### config.mk
export PLATFORM = sky130hd
export DESIGN_NAME = enc_stream_packer
export DESIGN_NICKNAME = d
export VERILOG_FILES = /design/src/rtl/enc_stream_packer.sv
export SDC_FILE = /design/constraint.sdc
export NUM_CORES = 1
export LEC_CHECK = 0
export ABC_AREA = 1
export CORE_MARGIN = 2
export CORE_UTILIZATION = 35
export DETAILED_ROUTE_END_ITERATION = 10
export PLACE_DENSITY = 0.59
export SLEW_MARGIN = 20
export SYNTH_ARGS = -nofsm -noshare
export SYNTH_HDL_FRONTEND = slang
export SYNTH_SLANG_ARGS = --single-unit
export TNS_END_PERCENT = 5
### constraint.sdc
create_clock -name clk -period 8.4 [get_ports clk]
set_input_delay 2.52 -clock clk [delete_from_list [all_inputs] [get_ports clk]]
set_output_delay 2.52 -clock clk [all_outputs]
set_load 0.05 [all_outputs]
### src/rtl/enc_stream_packer.sv
// -----------------------------------------------------------------------------
// enc_stream_packer
//
// Packs turbo-encoder beats (xk, zk, zk_prime) into OUT_W-bit words, first
// packed bit at the MSB, and buffers them in a first-word-fall-through FIFO.
// A block is K+4 beats: K data beats then 4 trellis-termination beats.
//   mode 0 : every beat contributes xk, zk, zk_prime
//   mode 1 : data beat n contributes xk + (n even ? zk : zk_prime);
//            tail beats contribute all three bits
// A trailing partial word is zero-padded at the LSB end during a one-cycle
// FLUSH state and tagged out_last.
//
// Ports
//   clk, reset        clock; asynchronous active-low reset
//   in_valid/in_ready beat handshake; in_start marks the first beat of a block
//   in_blocksize      K select sampled with in_start (0 = 1056, 1 = 6144)
//   mode              packing mode sampled with in_start
//   xk, zk, zk_prime  encoder bits of the beat
//   out_data/valid/last/ready  output word stream (FWFT)
//   fifo_level        words held in the output FIFO
//   blk_done          one-cycle pulse after a last word is written
//   err_clr           synchronous clear of the sticky error flags
//   err_orphan        beat without in_start arrived while idle
//   err_restart       in_start arrived in the middle of a block
// -----------------------------------------------------------------------------
module enc_stream_packer #(
    parameter int OUT_W = 8,
    parameter int DEPTH = 16
) (
    input  logic                       clk,
    input  logic                       reset,
    input  logic                       in_valid,
    input  logic                       in_start,
    input  logic                       in_blocksize,
    input  logic                       mode,
    input  logic                       xk,
    input  logic                       zk,
    input  logic                       zk_prime,
    output logic                       in_ready,
    output logic [OUT_W-1:0]           out_data,
    output logic                       out_valid,
    output logic                       out_last,
    input  logic                       out_ready,
    output logic [$clog2(DEPTH+1)-1:0] fifo_level,
    output logic                       blk_done,
    input  logic                       err_clr,
    output logic                       err_orphan,
    output logic                       err_restart
);

    localparam int RES_W = $clog2(OUT_W);
    localparam int PTR_W = $clog2(DEPTH);
    localparam int LVL_W = $clog2(DEPTH + 1);
    localparam int EXT_W = OUT_W + 3;

    localparam logic [1:0] S_IDLE  = 2'd0;
    localparam logic [1:0] S_RUN   = 2'd1;
    localparam logic [1:0] S_FLUSH = 2'd2;

    localparam logic [12:0] K_SHORT = 13'd1056;
    localparam logic [12:0] K_LONG  = 13'd6144;

    // ---------------------------------------------------------------- state
    logic [1:0]       state;
    logic [12:0]      beat_cnt;   // index of the next beat within the block
    logic [RES_W-1:0] res_cnt;    // residual bits held in acc
    logic [OUT_W-1:0] acc;        // residual bits, right-aligned
    logic             mode_q;
    logic             big_q;

    // ------------------------------------------------------ beat decode
    logic             accept;
    logic             start_beat;
    logic             data_beat;
    logic             use_beat;
    logic             orphan_ev;
    logic             restart_ev;
    logic             eff_mode;
    logic             eff_big;
    logic [12:0]      eff_idx;
    logic [12:0]      eff_k;
    logic [RES_W-1:0] eff_res;
    logic [OUT_W-1:0] eff_acc;
    logic             is_tail;
    logic             is_final;

    assign accept     = in_valid & in_ready;
    // in_ready is low in FLUSH, so an accepted start beat is always legal
    assign start_beat = accept & in_start;
    assign data_beat  = accept & ~in_start & (state == S_RUN);
    assign orphan_ev  = accept & ~in_start & (state == S_IDLE);
    assign restart_ev = start_beat & (state == S_RUN);
    assign use_beat   = start_beat | data_beat;

    // A start beat sees freshly cleared counters and the newly sampled
    // block parameters; this is also how a restart drops stale residue.
    assign eff_mode = start_beat ? mode         : mode_q;
    assign eff_big  = start_beat ? in_blocksize : big_q;
    assign eff_idx  = start_beat ? 13'd0        : beat_cnt;
    assign eff_res  = start_beat ? '0           : res_cnt;
    assign eff_acc  = start_beat ? '0           : acc;
    assign eff_k    = eff_big ? K_LONG : K_SHORT;
    assign is_tail  = eff_idx >= eff_k;
    assign is_final = eff_idx == (eff_k + 13'd3);

    logic [1:0] nbits;
    logic [2:0] new_bits;   // bits of this beat, right-aligned, oldest first

    // NOTE: every always_comb output gets a default first so no path can
    // leave it unassigned and infer a latch.
    always_comb begin
        nbits    = 2'd3;
        new_bits = {xk, zk, zk_prime};
        if (eff_mode && !is_tail) begin
            nbits    = 2'd2;
            new_bits = {1'b0, xk, (eff_idx[0] ? zk_prime : zk)};
        end
    end

    // ----------------------------------------------------- bit packing
    // Residual and new bits are concatenated into ext; at most one word can
    // complete per beat because a beat carries at most 3 <= OUT_W bits.
    logic [EXT_W-1:0] ext;
    logic [EXT_W-1:0] res_mask;
    logic [5:0]       total;
    logic [5:0]       spill;
    logic [5:0]       new_res6;
    logic [5:0]       pad_sh;
    logic             word_done;
    logic [OUT_W-1:0] beat_word;
    logic [OUT_W-1:0] acc_next;
    logic [OUT_W-1:0] flush_word;

    assign ext        = (EXT_W'(eff_acc) << nbits) | EXT_W'(new_bits);
    assign total      = 6'(eff_res) + 6'(nbits);
    assign word_done  = total >= 6'(OUT_W);
    assign spill      = total - 6'(OUT_W);
    assign new_res6   = word_done ? spill : total;
    assign beat_word  = OUT_W'(ext >> spill);
    assign res_mask   = (EXT_W'(1) << new_res6) - EXT_W'(1);
    assign acc_next   = OUT_W'(ext & res_mask);
    assign pad_sh     = 6'(OUT_W) - 6'(res_cnt);
    assign flush_word = acc << pad_sh;

    // ------------------------------------------------------- FIFO write
    logic             push;
    logic             push_last;
    logic             do_push;
    logic             pop;
    logic [OUT_W-1:0] push_data;

    assign push      = (state == S_FLUSH) | (use_beat & word_done);
    assign push_data = (state == S_FLUSH) ? flush_word : beat_word;
    assign push_last = (state == S_FLUSH) | (use_beat & is_final & (new_res6 == 6'd0));
    assign pop       = out_ready & out_valid;
    assign do_push   = push & ((fifo_level != LVL_W'(DEPTH)) | pop);

    assign in_ready  = (state != S_FLUSH) & (fifo_level <= LVL_W'(DEPTH - 2));
    assign out_valid = fifo_level != '0;

    // ------------------------------------------------------------ FSM
    // NOTE: sequential state uses non-blocking assignments so every flop
    // samples pre-edge values regardless of block evaluation order.
    always_ff @(posedge clk or negedge reset) begin
        if (!reset) begin
            state    <= S_IDLE;
            beat_cnt <= '0;
            res_cnt  <= '0;
            acc      <= '0;
            mode_q   <= 1'b0;
            big_q    <= 1'b0;
        end else begin
            if (use_beat) begin
                beat_cnt <= eff_idx + 13'd1;
                res_cnt  <= RES_W'(new_res6);
                acc      <= acc_next;
                mode_q   <= eff_mode;
                big_q    <= eff_big;
            end
            case (state)
                S_IDLE: begin
                    if (start_beat) state <= S_RUN;
                end
                S_RUN: begin
                    if (data_beat && is_final)
                        state <= (new_res6 == 6'd0) ? S_IDLE : S_FLUSH;
                end
                S_FLUSH: begin
                    state   <= S_IDLE;
                    res_cnt <= '0;
                    acc     <= '0;
                end
                default: state <= S_IDLE;
            endcase
        end
    end

    // ------------------------------------------------------ status flags
    always_ff @(posedge clk or negedge reset) begin
        if (!reset) begin
            blk_done    <= 1'b0;
            err_orphan  <= 1'b0;
            err_restart <= 1'b0;
        end else begin
            blk_done    <= do_push & push_last;
            // a new event wins over a simultaneous clear
            err_orphan  <= orphan_ev  | (err_orphan  & ~err_clr);
            err_restart <= restart_ev | (err_restart & ~err_clr);
        end
    end

    // ------------------------------------------------------------ FIFO
    logic [OUT_W:0]   mem [DEPTH];   // {last, data}
    logic [PTR_W-1:0] wr_ptr;
    logic [PTR_W-1:0] rd_ptr;
    logic [OUT_W:0]   rd_entry;

    // NOTE: the storage array has no reset; reads are gated by fifo_level,
    // so stale contents are never visible and the array stays plain RAM.
    always_ff @(posedge clk) begin
        if (do_push) mem[wr_ptr] <= {push_last, push_data};
    end

    always_ff @(posedge clk or negedge reset) begin
        if (!reset) begin
            wr_ptr     <= '0;
            rd_ptr     <= '0;
            fifo_level <= '0;
        end else begin
            if (do_push) wr_ptr <= wr_ptr + PTR_W'(1);
            if (pop)     rd_ptr <= rd_ptr + PTR_W'(1);
            case ({do_push, pop})
                2'b10:   fifo_level <= fifo_level + LVL_W'(1);
                2'b01:   fifo_level <= fifo_level - LVL_W'(1);
                default: fifo_level <= fifo_level;
            endcase
        end
    end

    assign rd_entry = mem[rd_ptr];
    assign out_data = out_valid ? rd_entry[OUT_W-1:0] : '0;
    assign out_last = out_valid & rd_entry[OUT_W];

endmodule

==> results of run 1 <==
[path summary, 6_finish.rpt]
check                                    from          to
min in group asynchronous               reset      acc[7]
max in group asynchronous               reset   rd_ptr[0]
worst max register to register  fifo_level[0]  mem[15][0]
worst min register to register         mode_q      mode_q
worst max-delay path                 in_valid  mem[15][0]
worst min-delay path                   mode_q      mode_q
[Yosys cell counts, types with 2 or more instances]
| master | number |
|---|---|
| nor2_1 | 142 |
| buf_4 | 2 |
| o21ai_0 | 103 |
| clkbuf_1 | 32 |
| xnor2_1 | 3 |
| inv_1 | 76 |
| dfrtp_1 | 44 |
| nand3_1 | 59 |
| edfxtp_1 | 144 |
| nand4_1 | 21 |
| nor4_1 | 2 |
| ha_1 | 15 |
| a31oi_1 | 2 |
| nor3_1 | 5 |
| buf_6 | 3 |
| o31ai_1 | 3 |
| buf_2 | 5 |
| inv_2 | 7 |
| a21oi_1 | 21 |
| nor2_4 | 2 |
| nand3_2 | 2 |
| o21ai_2 | 2 |
| or2_2 | 3 |
| xor2_1 | 18 |
| nand2_2 | 8 |
| o32ai_1 | 2 |
| nand2_1 | 136 |
| nor3_2 | 2 |
| o22ai_1 | 17 |
| o221ai_1 | 24 |
| clkinv_1 | 3 |
[flip-flops by register name, indices dropped and copies added (netlist names)]
name / flops
beat_cnt: 13
err_orphan: 1
fifo_level: 5
mode_q: 1
state: 2
err_restart: 1
rd_ptr: 4
wr_ptr: 4
mem: 144
res_cnt: 3
acc: 8
blk_done: 1
big_q: 1
[cell families after synthesis]
kind of cell / Yosys count
buffers and inverters: 128
DFF: 188
AOI/OAI and AO/OA: 182
adders and majority gates: 16
and+or+nand+nor: 387
xor gates and xnor gates: 21
muxes: 1
[cell type report]
| type | instances | share of cell area (%) |
|---|---|---|
| Clock buffer | 17 | 4.103 |
| Clock inverter | 15 | 1.810 |
| Inverter | 86 | 3.113 |
| Multi-Input combinational cell | 607 | 30.69 |
| Sequential cell | 188 | 52.33 |
| Tap cell | 335 | 4.042 |
| Timing Repair Buffer | 45 | 3.910 |
[per-stage QoR]
step	instance area [µm²]	power (mW)
2_1_floorplan	9124	2.673
3_5_place_dp	9756	3.276
3_3_place_gp	9756	3.292
4_1_cts	10370	4.092
5_1_grt	10370	4.339
6_report	10370	4.075
[placed cells by master (no fill, tap or decap), types with 21 or more instances in the layout]
cell and count:
edfxtp_1 144, dfrtp_1 43, nand3_1 59, nor2_1 142, inv_1 76, clkdlybuf4s50_1 28
a21oi_1 21, nand4_1 21, o21ai_0 103, nand2_1 136, o221ai_1 24
[metal layers]
layer / vias to the layer above / wire length, µm / global-route usage, %
met1: 3258 / 9947 / 22.10
met5: - / 0 / 0
met2: 201 / 11590 / 30.50
met3: 17 / 1019 / 2.922
li1: 3258 / - / -
met4: 0 / 331 / 5.016
[report_power, final]
group / leakage [nW] / total [mW] / switching [mW] / internal (mW)
combinational: 1.86 / 2.02 / 1.45 / 0.568
clock: 0.298 / 0.815 / 0.408 / 0.407
sequential: 1.86 / 1.24 / 0.0699 / 1.17
total: 4.01 / 4.08 / 1.93 / 2.15
[critical path: cells and delay by family]
kind	cells	cell delay, ns
AND/OR/NAND/NOR	17	2.54
adder cells (fa/ha/maj)	3	0.51
buffers and inverters	8	1.25
==> flow_summary.toml, run 1 <==
[clocking]
cts_tree = "done"
clk_pin_slew_ns = 0.07
cts.hold.buffers_added = 0
clock_path_buffers = 2
post_cts_buffers = 0
cts_repair_resize_count = 0
numCtsBuffers = 17
cts.sink_count = 188
htreeDepth = 4
clock_latency_ns = 0.43
cts_root_buf = "clkbuf_16"

[yosys]
yosysWarnings = 0
muxShareOfSynthArea_pct = 0.1234
syn_area_per_cell_um2 = 9.885
yosys-top-cells-area = "edfxtp_1 47%, dfrtp_1 12%, nor2_1 5.8%, o21ai_0 5.7%, nand2_1 5.6%"
synth-main-ff-cell = "edfxtp_1"
synth_top_family_by_area = "simple AND/OR/NAND/NOR gates"
synth-xor-area-share_pct = 2.016
synth_fa_ha_area_share_pct = 2.276
async_reset_ff_share_pct = 23.40
synth_top_area_share_pct = 47.39
synth_area_um2 = 9124
synth-edff-count = 144
syn_nets = 950
yosysTopAreaCell = "edfxtp_1"
synth-seq-cells = 188
synth-seq-area-share_pct = 59.46
synth-compound-area-share_pct = 11.96
yosysUniqueCellTypes = 46
synthCells = 923
synth_simple_gate_area_share_pct = 18.50

[grt]
grt_overflow = 0
grt_max_degree = 75
track_usage_pct = 17.39
grt_pass1_wl_um = 35880
grt_pass1_vias = 6474
antenna_found_initial = 0

[die]
die_area_um2 = 27380
row_count = 59
ios = 30
fp.dieW_um = 165.5
die_h_um = 165.5
start_util_pct = 35.31
core_area_um2 = 25840

[sta]
fin_crit_sh_pct = 80.98
fin_skew_ns = 0.01216
fin_ws_ns = 1.597
max_freq_mhz = 147.0
maxSlewHeadroom_pct = 31.59
rsz0062_at_grt = "false"
slew_violations = 0
worstMarginPinSlew_ns = 1.022
finalHoldViolations = 0
period_needed_ns = 6.803
setup_tns_ns = 0
setup_viol = 0
fin_hold_ws_ns = 0.4879

[cells_and_area]
final_layout_size_suffix_gt1_share_pct = 8.455
area_growth_pct = 13.65
nets = 972
multi_input_area_um2 = 3182
antenna_cells = 0
stdcell_count = 1293
fillCellCount = 2565
fin_util_pct = 40.13
regArea_um2 = 5426

[detailed_routing]
detail_route.wl_per_cell_um = 17.70
drt_wl_total_um = 22890
drt_iter0_markers = 632
ant_nets = 0
vias = 6734
vias_per_cell = 5.208
first_pass_iters = 5
drc = 0

[worst_setup_path]
critical_path_class = "input port to register"
cp.arrival_ns = 6.84
path_max_fanout = 25
cp.required_ns = 8.44
ff2ff_path_depth = 30
cpPeakStageDelay_ns = 0.54
reg2reg_slack_ns = 3.42
worst_setup_path_end_kind = "register"
crit_path_frequent_cell = "nand2_1"
slowest_stage = "clkdlybuf4s50_1"
critPathLaunchType = "input port"

[power]
p_leak_nw = 4.014
ir_drop_uv = 330.3
power_density_nw_per_um2 = 393.1

[hold_path]
hold_depth = 2
hold_class = "register to register"

[placement]
place_congestion = 0.8519
hpwl_um = 15280
numPortBuffers = 29
post-place-cells = 1261
post-place-ws_ns = 1.169

[outcome]
status = "complete, no violations"

[run]
cap_viol_max_count = 0
Note: power is estimated with default switching activity, not from simulation.
==> run 2: changes to the inputs <==
==> constraint.sdc (replaced) <==
create_clock -name clk -period 6.7 [get_ports clk]
set_input_delay 2.01 -clock clk [delete_from_list [all_inputs] [get_ports clk]]
set_output_delay 2.01 -clock clk [all_outputs]
set_load 0.05 [all_outputs]
==> run 2 against run 1 <==
Net effect:
- setup slack worse by 0.73 ns
- non-clock buffer count grew 14
- die area unchanged
- global-route usage is essentially flat
- critical path depth stayed put
- register-to-register slack worse by 1.2 ns
- sequential cell count unchanged
- clock-buffer cell count is the same
==> flow_summary.toml, run 2 (synthesis results as in run 1) <==
[outcome]
status = "complete, no violations"

[power]
p_leak_nw = 4.092
power_density_nw_per_um2 = 493.2
total_power_mw = 5.174
ir_drop_uv = 385.2

[clocking]
cts.sink_count = 188
clk_pin_slew_ns = 0.08
numCtsBuffers = 17
clock_latency_ns = 0.44
post_cts_buffers = 0
cts_tree = "done"
clock_path_buffers = 2
htreeDepth = 4
cts_repair_resize_count = 0
cts.hold.buffers_added = 0
cts_root_buf = "clkbuf_16"

[cells_and_area]
final_layout_size_suffix_gt1_share_pct = 9.774
mostFrequentLayoutCells = "144 x edfxtp_1, 142 x nor2_1, 136 x nand2_1"
largest_registers = "mem (144), beat_cnt (13), acc (8)"
area_growth_pct = 14.98
nets = 986
largest_register = "mem"
fin_util_pct = 40.60
antenna_cells = 0
stdcell_count = 1307
fillCellCount = 2529
final_common_cell = "edfxtp_1"
largest_reg_flops = 144

[sta]
setup_tns_ns = 0
fin_crit_sh_pct = 87.12
period_needed_ns = 5.837
max_freq_mhz = 171.3
fin_skew_ns = 0.01531
rsz0062_at_grt = "false"
maxSlewHeadroom_pct = 38.83
setup_viol = 0
slew_violations = 0
worstMarginPinSlew_ns = 0.9176
finalHoldViolations = 0

[die]
core_area_um2 = 25840
die_h_um = 165.5
die_area_um2 = 27380
fp.dieW_um = 165.5
start_util_pct = 35.31
ios = 30
row_count = 59

[worst_setup_path]
cp-startpoint = "in_start"
critPathCapture = "mem[1][0]"
cp_top_family = "simple AND/OR/NAND/NOR gates"
cp.arrival_ns = 5.91
rr_startpoint = "fifo_level[0]"
ff2ff_path_depth = 30
worst_setup_path_end_kind = "register"
critPathLaunchType = "input port"
cp.depth = 28
cpPeakStageDelay_ns = 0.54
cp.required_ns = 6.77
path_max_fanout = 25
r2r_end = "mem[1][0]"
critical_path_class = "input port to register"
reg2reg_slack_ns = 2.18
crit_path_frequent_cell = "nand2_1"
slowest_stage = "clkdlybuf4s50_1"
critPathBufInv = 8

[detailed_routing]
drt_wl_total_um = 22950
vias = 6770
drt_iter0_markers = 547
vias_per_cell = 5.180
detail_route.wl_per_cell_um = 17.56
first_pass_iters = 5
drc = 0
ant_nets = 0

[grt]
grt_max_degree = 75
track_usage_pct = 17.37
use_met3_pct = 3.222
grt_overflow = 0
grt_pass1_wl_um = 35620
use_met1_pct = 22.66
grtUsageMet2_pct = 28.86
grt.busiest_layer = "met2"
antenna_found_initial = 0
grt_pass1_vias = 6373

[placement]
hpwl_um = 15070
numPortBuffers = 29
post-place-cells = 1275
place_congestion = 0.9183

[hold_path]
hold_class = "register to register"
hold_depth = 2

[run]
cap_viol_max_count = 0
-- run 2: cell types whose count changed in the layout (fill, tap and decap cells not counted), sizes merged --
cell / delta
inv: +3
buf: +14
clkinv: -3
-- run 2: power by group --
part	internal [mW]	switching (mW)	leakage, nW
registers	1.47	0.0904	1.86
clock network	0.521	0.534	0.303
logic	0.742	1.82	1.93
-- run 2: metrics by stage --
stage / area (µm²) / setup slack (ns) / hold WS [ns]
after floorplan: 9124 / 1.685 / 0.4487
after global placement: 9861 / 0.5230 / 0.4768
after detailed placement: 9861 / 0.4563 / 0.4928
after CTS: 10490 / 0.9113 / 0.5132
after global routing: 10490 / 0.4729 / 0.5439
final: 10490 / 0.8630 / 0.5070
-- run 2: per-layer routing --
layer	vias to the layer above	part of all wire [%]
met5	-	0
met4	0	2.3
met3	34	5.1
met2	178	48
met1	3268	45
li1	3290	-
-- run 2: area by class of cell --
cell class,instances,area [µm²],share of cell area (%)
sequential,188,5426,51.73
inverter,86,322.8,3.077
clock buffer,17,425.4,4.055
clock inverter,15,203.9,1.944
timing repair buffer,59,510.5,4.866
tap,335,419.2,3.996
multi-input combinational,607,3182,30.33
-- run 2: worst min-delay path by stage --
stage / start / end
finish: mode_q / mode_q
global route: mode_q / mode_q
CTS: mode_q / mode_q
detailed placement: mode_q / mode_q
global placement: mode_q / mode_q
floorplan: mode_q / mode_q
-- run 2: worst min-delay path: stages, from the launching register on --
cell,delay [ns]
dfrtp_1,0.34
nand2_1,0.06
nand2_2,0.08
==> run 3: changes to the inputs <==
--- a/config.mk
+++ b/config.mk
@@ -9,6 +9,7 @@
 export CORE_MARGIN = 2
 export CORE_UTILIZATION = 35
 export DETAILED_ROUTE_END_ITERATION = 10
+export GPL_TIMING_DRIVEN = 0
 export PLACE_DENSITY = 0.59
 export SLEW_MARGIN = 20
 export SYNTH_ARGS = -nofsm -noshare
==> run 3 against run 2 <==
Net effect:
- fmax fell by 5.5%
- critical path type unchanged
- first-iteration DRC count is 21% higher
- critical path depth decreased by 3
- design area decreased by 0.27%
- wire length increased by 2.8%
- highest routed layer unchanged
- sequential power barely moved
- sequential share of layout area rose by 0.13 points
- clock-buffer cell count unchanged
==> flow_summary.toml, run 3 (synthesis results as in run 1) <==
[grt]
track_usage_pct = 17.82
antenna_found_initial = 0
grt_pass1_vias = 6631
grt_pass1_wl_um = 36690
grt_max_degree = 30
grt_overflow = 0

[clocking]
numCtsBuffers = 17
cts.sink_count = 188
post_cts_buffers = 0
cts_tree = "done"
cts_repair_resize_count = 0
cts.hold.buffers_added = 0
htreeDepth = 4
clock_path_buffers = 2
clk_pin_slew_ns = 0.08
clock_latency_ns = 0.44
cts_root_buf = "clkbuf_16"

[detailed_routing]
first_pass_iters = 6
top_layer = "met4"
drt_wl_total_um = 23590
detail_route.wl_per_cell_um = 17.87
drc = 0
ant_nets = 0
wl_met2_um = 11250
drt_iter0_markers = 664
vias_per_cell = 5.242
wl_met1_um = 10610
vias = 6919
wl_met3_um = 1368

[worst_setup_path]
critPathLaunchType = "input port"
cp.required_ns = 6.66
cp.arrival_ns = 6.14
critical_path_class = "input port to register"
worst_setup_path_end_kind = "register"
path_max_fanout = 16

[placement]
hpwl_um = 16020
post-place-ws_ns = 0.06959
place_congestion = 0.8474
post-place-cells = 1288
numPortBuffers = 29
dpl_cell_area_um2 = 9848

[sta]
setup_viol = 0
maxSlewHeadroom_pct = 31.27
finalHoldViolations = 0
fin_crit_sh_pct = 92.17
slew_violations = 0
rsz0062_at_grt = "false"
setup_tns_ns = 0
fin_skew_ns = 0.01210
period_needed_ns = 6.175
fin_ws_ns = 0.5248
worstMarginPinSlew_ns = 1.027
fin_hold_ws_ns = 0.4921
max_freq_mhz = 161.9

[cells_and_area]
antenna_cells = 0
stdcell_count = 1320
largest_registers = "mem (144), beat_cnt (13), acc (8)"
largest_reg_flops = 144
fin_util_pct = 40.49
largest_register = "mem"
design_area_um2 = 10460
final_layout_size_suffix_gt1_share_pct = 7.614
mostFrequentLayoutCells = "144 x edfxtp_1, 142 x nor2_1, 136 x nand2_1"
area_growth_pct = 14.66
final_common_cell = "edfxtp_1"
nets = 999

[die]
core_area_um2 = 25840
die_h_um = 165.5
row_count = 59
die_area_um2 = 27380
fp.dieW_um = 165.5
ios = 30
start_util_pct = 35.31

[power]
power_density_nw_per_um2 = 496.5
total_power_mw = 5.195
ir_drop_uv = 531.0
p_leak_nw = 4.025

[hold_path]
hold_class = "register to register"

[outcome]
status = "complete, no violations"

[run]
cap_viol_max_count = 0
==> run 3: cell types whose count changed in the layout (fill, tap and decap cells not counted), sizes merged <==
| cell | previous run | this run |
|---|---|---|
| clkbuf | 17 | 49 |
| buf | 31 | 12 |
| inv | 93 | 90 |
| clkinv | 8 | 11 |
==> run 3: cell type report <==
type | count | area (µm²)
Buffer | 42 | 193.9
Clock buffer | 17 | 425.4
Clock inverter | 15 | 187.7
Fill cell | 2507 | 15380
Inverter | 86 | 322.8
Multi-Input combinational cell | 607 | 3182
Sequential cell | 188 | 5425
Tap cell | 335 | 419.2
Timing Repair Buffer | 30 | 305.3
==> run 3: critical path, stage by stage <==
cell and delay [ns]:
clkdlybuf4s50_1 0.54, nand3_4 0.15, inv_2 0.09, buf_6 0.15, nor2_1 0.07, inv_1 0.05
ha_1 0.14, nand2_1 0.05, inv_1 0.05, nand3_1 0.05, nor2_1 0.08, nand2_1 0.10
nand3_2 0.13, buf_6 0.16, ha_1 0.16, inv_1 0.05, ha_1 0.26, clkbuf_1 0.40
inv_1 0.11, clkbuf_1 0.25, nor2_1 0.23, nand2_1 0.08, nand2_1 0.09, nand3b_1 0.13
nand3_1 0.53
==> run 3: per-layer routing <==
layer | vias up | track usage (%)
met5 | - | 0
met2 | 220 | 29.59
met3 | 24 | 3.422
met4 | 0 | 4.114
li1 | 3325 | -
met1 | 3350 | 24.20
==> run 3: power breakdown <==
| part | internal [mW] | switching (mW) | total [mW] |
|---|---|---|---|
| logic | 0.754 | 1.86 | 2.62 |
| registers | 1.47 | 0.0834 | 1.56 |
| clock network | 0.510 | 0.512 | 1.02 |
==> run 3: path summary, 6_finish.rpt <==
| path | cells past startpoint | startpoint | end | slack [ns] |
|---|---|---|---|---|
| max in group asynchronous | 2 | reset | rd_ptr[3] | 4.67 |
| max | 25 | in_start | mem[9][1] | 0.52 |
| min | 2 | mode_q | mode_q | 0.49 |
| max reg2reg | 27 | fifo_level[1] | mem[9][1] | 1.83 |
| min in group asynchronous | 1 | reset | acc[7] | 1.51 |
| min reg2reg | 2 | mode_q | mode_q | 0.49 |
==> RTL change 1, RTL diff (config.mk and constraints of run 2) <==
Set the parameter `DEPTH` to 8 (it was 16).
--- a/src/rtl/enc_stream_packer.sv
+++ b/src/rtl/enc_stream_packer.sv
@@ -27,3 +27,3 @@
     parameter int OUT_W = 8,
-    parameter int DEPTH = 16
+    parameter int DEPTH = 8
 ) (
Interface: changed (resized fifo_level); port bits go from 30 to 29. No check against the original RTL was run, so the function may have changed too.
==> RTL change 1 against run 2 <==
Global-route usage fell by 0.84 points; die area fell by 31%; total power fell by 28%; area after synthesis fell by 32%; sequential cell count fell by 75; setup slack improved by 38 ps; final area fell by 30%; routed wire length fell by 37%; largest power group unchanged.
==> RTL change 1: results (changes against run 2) <==
Synth cell types 49 (was 46); Fin Clk Skew 19.8 ps (was 15.3 ps); top cells by area, synth edfxtp_1 35%, dfrtp_1 16%, nand2_1 7.1% (was edfxtp_1 47%, dfrtp_1 12%, nor2_1 5.8%); DR vias/cell 4.95 (was 5.18); crit path DAT 6140 ps (was 5910 ps); Synth top cells by count 118 x nand2_1, 115 x nor2_1, 72 x edfxtp_1 (was 144 x edfxtp_1, 142 x nor2_1, 136 x nand2_1); xor/xnor share of the synthesized area 0.0239 (was 0.0202); first-pass GRT wire length 23600 µm (was 35600 µm); invs w/o clock 81 (was 86); Post-synth EDFFs 72 (was 144); DPL Wire Length 10100 µm (was 15100 µm); largest net degree at the start of global routing 42 (was 75); clock tree from TritonCTS built (unchanged); clk_lat worst skew 420 ps (was 440 ps); Buffers excl. clock 47 (was 59); hold crit path type flop to flop (unchanged); Placed Instance Area 6770 µm² (was 9860 µm²); slowest stage delay, CP 510 ps (was 540 ps); post-synthesis compound-gate area fraction 0.115 (was 0.120); vias in the first global route 4670 (was 6373); total routed wirelength 14400 µm (was 22900 µm); mux contribution to synthesized area 0 (was 0.00123); pre-CTS setup slack 467 ps (was 456 ps); sequential cell area share 0.433 (was 0.517); Total Nets Final 776 (was 986); multi-input combinational area share 0.350 (was 0.303); syn avg cell area 8.69 µm² (was 9.88 µm²); routed length per placed instance 14.6 µm (was 17.6 µm); post-synthesis sequential area ratio 0.513 (was 0.595); CP Max Fanout 14 (was 25); worst slew pin tran 935 ps (was 918 ps); status complete, no violations (unchanged); Post-CTS Setup Bufs 0 (unchanged); dpl cells 959 (was 1275); final instance area 7360 µm² (was 10500 µm²); Max clock buf depth 2 (unchanged); post-synthesis adder-cell area fraction 0.0254 (was 0.0228); Fillers 1704 (was 2529); ClkCell Share 0.0798 (was 0.0600); layout cell share with drive strength beyond 1 0.123 (was 0.0977); non-clk buf share 0.0568 (was 0.0487); Initial DRC Count 321 (was 547); Mapped Nets 739 (was 950); Worst-path clk slew 50 ps (was 80 ps); static leakage 0.00307 µW (was 0.00409 µW); biggest regs mem (72), beat_cnt (13), acc (8) (was mem (144), beat_cnt (13), acc (8)); comb_multi_in 493 (was 607); clock sink count 113 (was 188)
RTL change 1: report_power, final:
| part | switching [µW] | internal, µW |
|---|---|---|
| clock network | 330 | 549 |
| registers | 75.3 | 866 |
| logic | 1320 | 591 |
RTL change 1: worst paths after layout:
kind                                    start            end  slack [ps]  cells past startpoint
worst max-delay path                 in_valid  fifo_level[3]         900                     26
worst min-delay path              beat_cnt[4]    beat_cnt[4]         490                      1
worst max register to register  fifo_level[0]  fifo_level[3]        2430                     26
worst min register to register    beat_cnt[4]    beat_cnt[4]         490                      1
max in group asynchronous               reset         acc[0]        4370                      1
min in group asynchronous               reset    beat_cnt[8]        1730                      1
RTL change 1: layer usage:
| layer | vias up | part of all wire | track usage |
|---|---|---|---|
| met5 | - | 0 | 0 |
| li1 | 2496 | - | - |
| met2 | 127 | 0.48 | 0.279 |
| met1 | 2264 | 0.46 | 0.207 |
| met4 | 0 | 0.014 | 0.0544 |
| met3 | 15 | 0.048 | 0.0419 |
==> RTL change 2, RTL diff (config.mk and constraints of run 2) <==
Without the edit above. Add an input register stage for `mode`; this delays it by one clock. The other inputs are not delayed to match.
--- a/src/rtl/enc_stream_packer.sv
+++ b/src/rtl/enc_stream_packer.sv
@@ -62,2 +62,8 @@
 
+    logic mode_r;
+
+    always_ff @(posedge clk) begin
+        mode_r <= mode;
+    end
+
     // ---------------------------------------------------------------- state
@@ -96,3 +102,3 @@
     // block parameters; this is also how a restart drops stale residue.
-    assign eff_mode = start_beat ? mode         : mode_q;
+    assign eff_mode = start_beat ? mode_r       : mode_q;
     assign eff_big  = start_beat ? in_blocksize : big_q;
Behaviour: not the same (Yosys sat finds a counterexample within 4 cycles, from zero or initial values and one cycle with reset low).
==> RTL change 2 against run 2 <==
Final area grew 0.25%; clock skew decreased by 2.9 ps; area after synthesis rose by 0.22%; total power shrank 0.30%; highest routed layer unchanged; sequential cell count rose by 1; setup slack better by 99 ps; count of clock-buffer cells in the layout unchanged; via count decreased by 1.1%; core utilization grew 0.10 points; routed wire length decreased by 2.6%.
==> RTL change 2: results (changes against run 2) <==
slowest CP cell clkdlybuf4s50_1 (unchanged); ys async rst share 0.233 (was 0.234); Max clock buf depth 2 (unchanged); hold crit path type flop to flop (unchanged); RePlAce Congestion 0.888 (was 0.918); clk_lat worst skew 440 ps (about the same); Initial DRC Count 616 (was 547); Post-synth EDFFs 144 (unchanged); Pre-Repair DR Iteration Count 5 (unchanged); # Max-Cap Violations 0 (unchanged); Total Nets Final 987 (was 986); static leakage 0.00410 µW (was 0.00409 µW); antenna violations before repair 0 (unchanged); clock root cell clkbuf_16 (unchanged); CP delay by family, top compound AO/OA/AOI/OAI gates (was simple AND/OR/NAND/NOR gates); Ys Warns 0 (unchanged); Synth cell types 47 (was 46); met1 WL 10600 µm (was 10300 µm); crit path DAT 6060 ps (was 5910 ps); ant diodes 0 (unchanged); maximum vdd drop 372 µV (was 385 µV); pre-CTS setup slack 522 ps (was 456 ps); PortBufs 29 (unchanged); slowest stage delay, CP 480 ps (was 540 ps); Post-CTS Setup Bufs 0 (unchanged); Tot GR Track Use 0.164 (was 0.174); DR vias/cell 5.12 (was 5.18); post-synthesis sequential area ratio 0.596 (was 0.595); total routed wirelength 22400 µm (was 22900 µm); Fin Clk Skew 12.4 ps (was 15.3 ps); top cells by area, synth edfxtp_1 47%, dfrtp_1 12%, nor2_1 5.8% (unchanged); Placed Instance Area 9880 µm² (was 9860 µm²); slew margin rel. 0.480 (was 0.388); Fillers 2526 (was 2529); DR WL met3 894 µm (was 1180 µm); final core utilization 0.407 (was 0.406); status complete, no violations (unchanged); Worst-path clk slew 80 ps (about the same); met2 wire len 10500 µm (was 11000 µm); first-pass GRT wire length 35400 µm (was 35600 µm); vias in the first global route 6331 (was 6373); DPL Wire Length 14700 µm (was 15100 µm); layout cell share with drive strength beyond 1 0.0976 (was 0.0977); Mapped Nets 951 (was 950)
RTL change 2: changes by cell type in the layout (fill, tap and decap cells not counted):
cell,delta
clkinv_8,-1
dfxtp_1,+1
inv_16,+1
inv_6,-1
inv_8,+1
RTL change 2: worst reg2reg max path, delay by kind of cell, from the launching register on:
kind	cells	cell delay (ps)
adders and majority gates	3	470
buffers and inverters	7	560
and+or+nand+nor	20	2570
DFF	1	470
RTL change 2: power breakdown:
part	internal [µW]	leakage [µW]	switching (µW)	total [µW]
clock	526	0.000308	542	1070
combinational	742	0.00193	1780	2530
sequential	1480	0.00187	87.6	1560
RTL change 2: cell type report:
type                            count  area share
Timing Repair Buffer               59      0.0485
Sequential cell                   189       0.518
Clock buffer                       17      0.0405
Multi-Input combinational cell    607       0.303
Inverter                           86      0.0307
Tap cell                          335      0.0399
Clock inverter                     15      0.0200
RTL change 2: logic make-up (layout without fill, tap and decap cells):
family	Yosys count	count (layout)	synth area share
and+or+nand+nor	387	387	0.185
DFF	189	189	0.596
AOI/OAI and AO/OA	182	182	0.119
buffers and inverters	128	177	0.0565
xor gates and xnor gates	21	21	0.0201
adders and majority gates	16	16	0.0227
muxes	1	1	0.00123
RTL change 2: metal layers:
| layer | GRT usage | vias to the layer above |
|---|---|---|
| met5 | 0 | - |
| met3 | 0.0335 | 21 |
| li1 | - | 3291 |
| met4 | 0.0401 | 0 |
| met1 | 0.228 | 3228 |
| met2 | 0.266 | 157 |
RTL change 2: final timing paths:
path | startpoint | depth (start not counted) | endpoint | slack [ps]
worst min-delay path | mode_r | 2 | mode_q | 460
worst max-delay path | in_start | 23 | fifo_level[4] | 960
worst max register to register | fifo_level[0] | 30 | mem[10][0] | 2280
max in group asynchronous | reset | 2 | rd_ptr[0] | 4600
worst min register to register | mode_r | 2 | mode_q | 460
min in group asynchronous | reset | 2 | beat_cnt[11] | 1650
RTL change 2: metrics by stage:
| stage | hold slack [ps] | std cells |
|---|---|---|
| finish | 458 | 1308 |
| CTS | 463 | 1308 |
| global placement | 454 | 1276 |
| detailed placement | 452 | 1276 |
| global route | 496 | 1308 |
| floorplan | 427 | 924 |
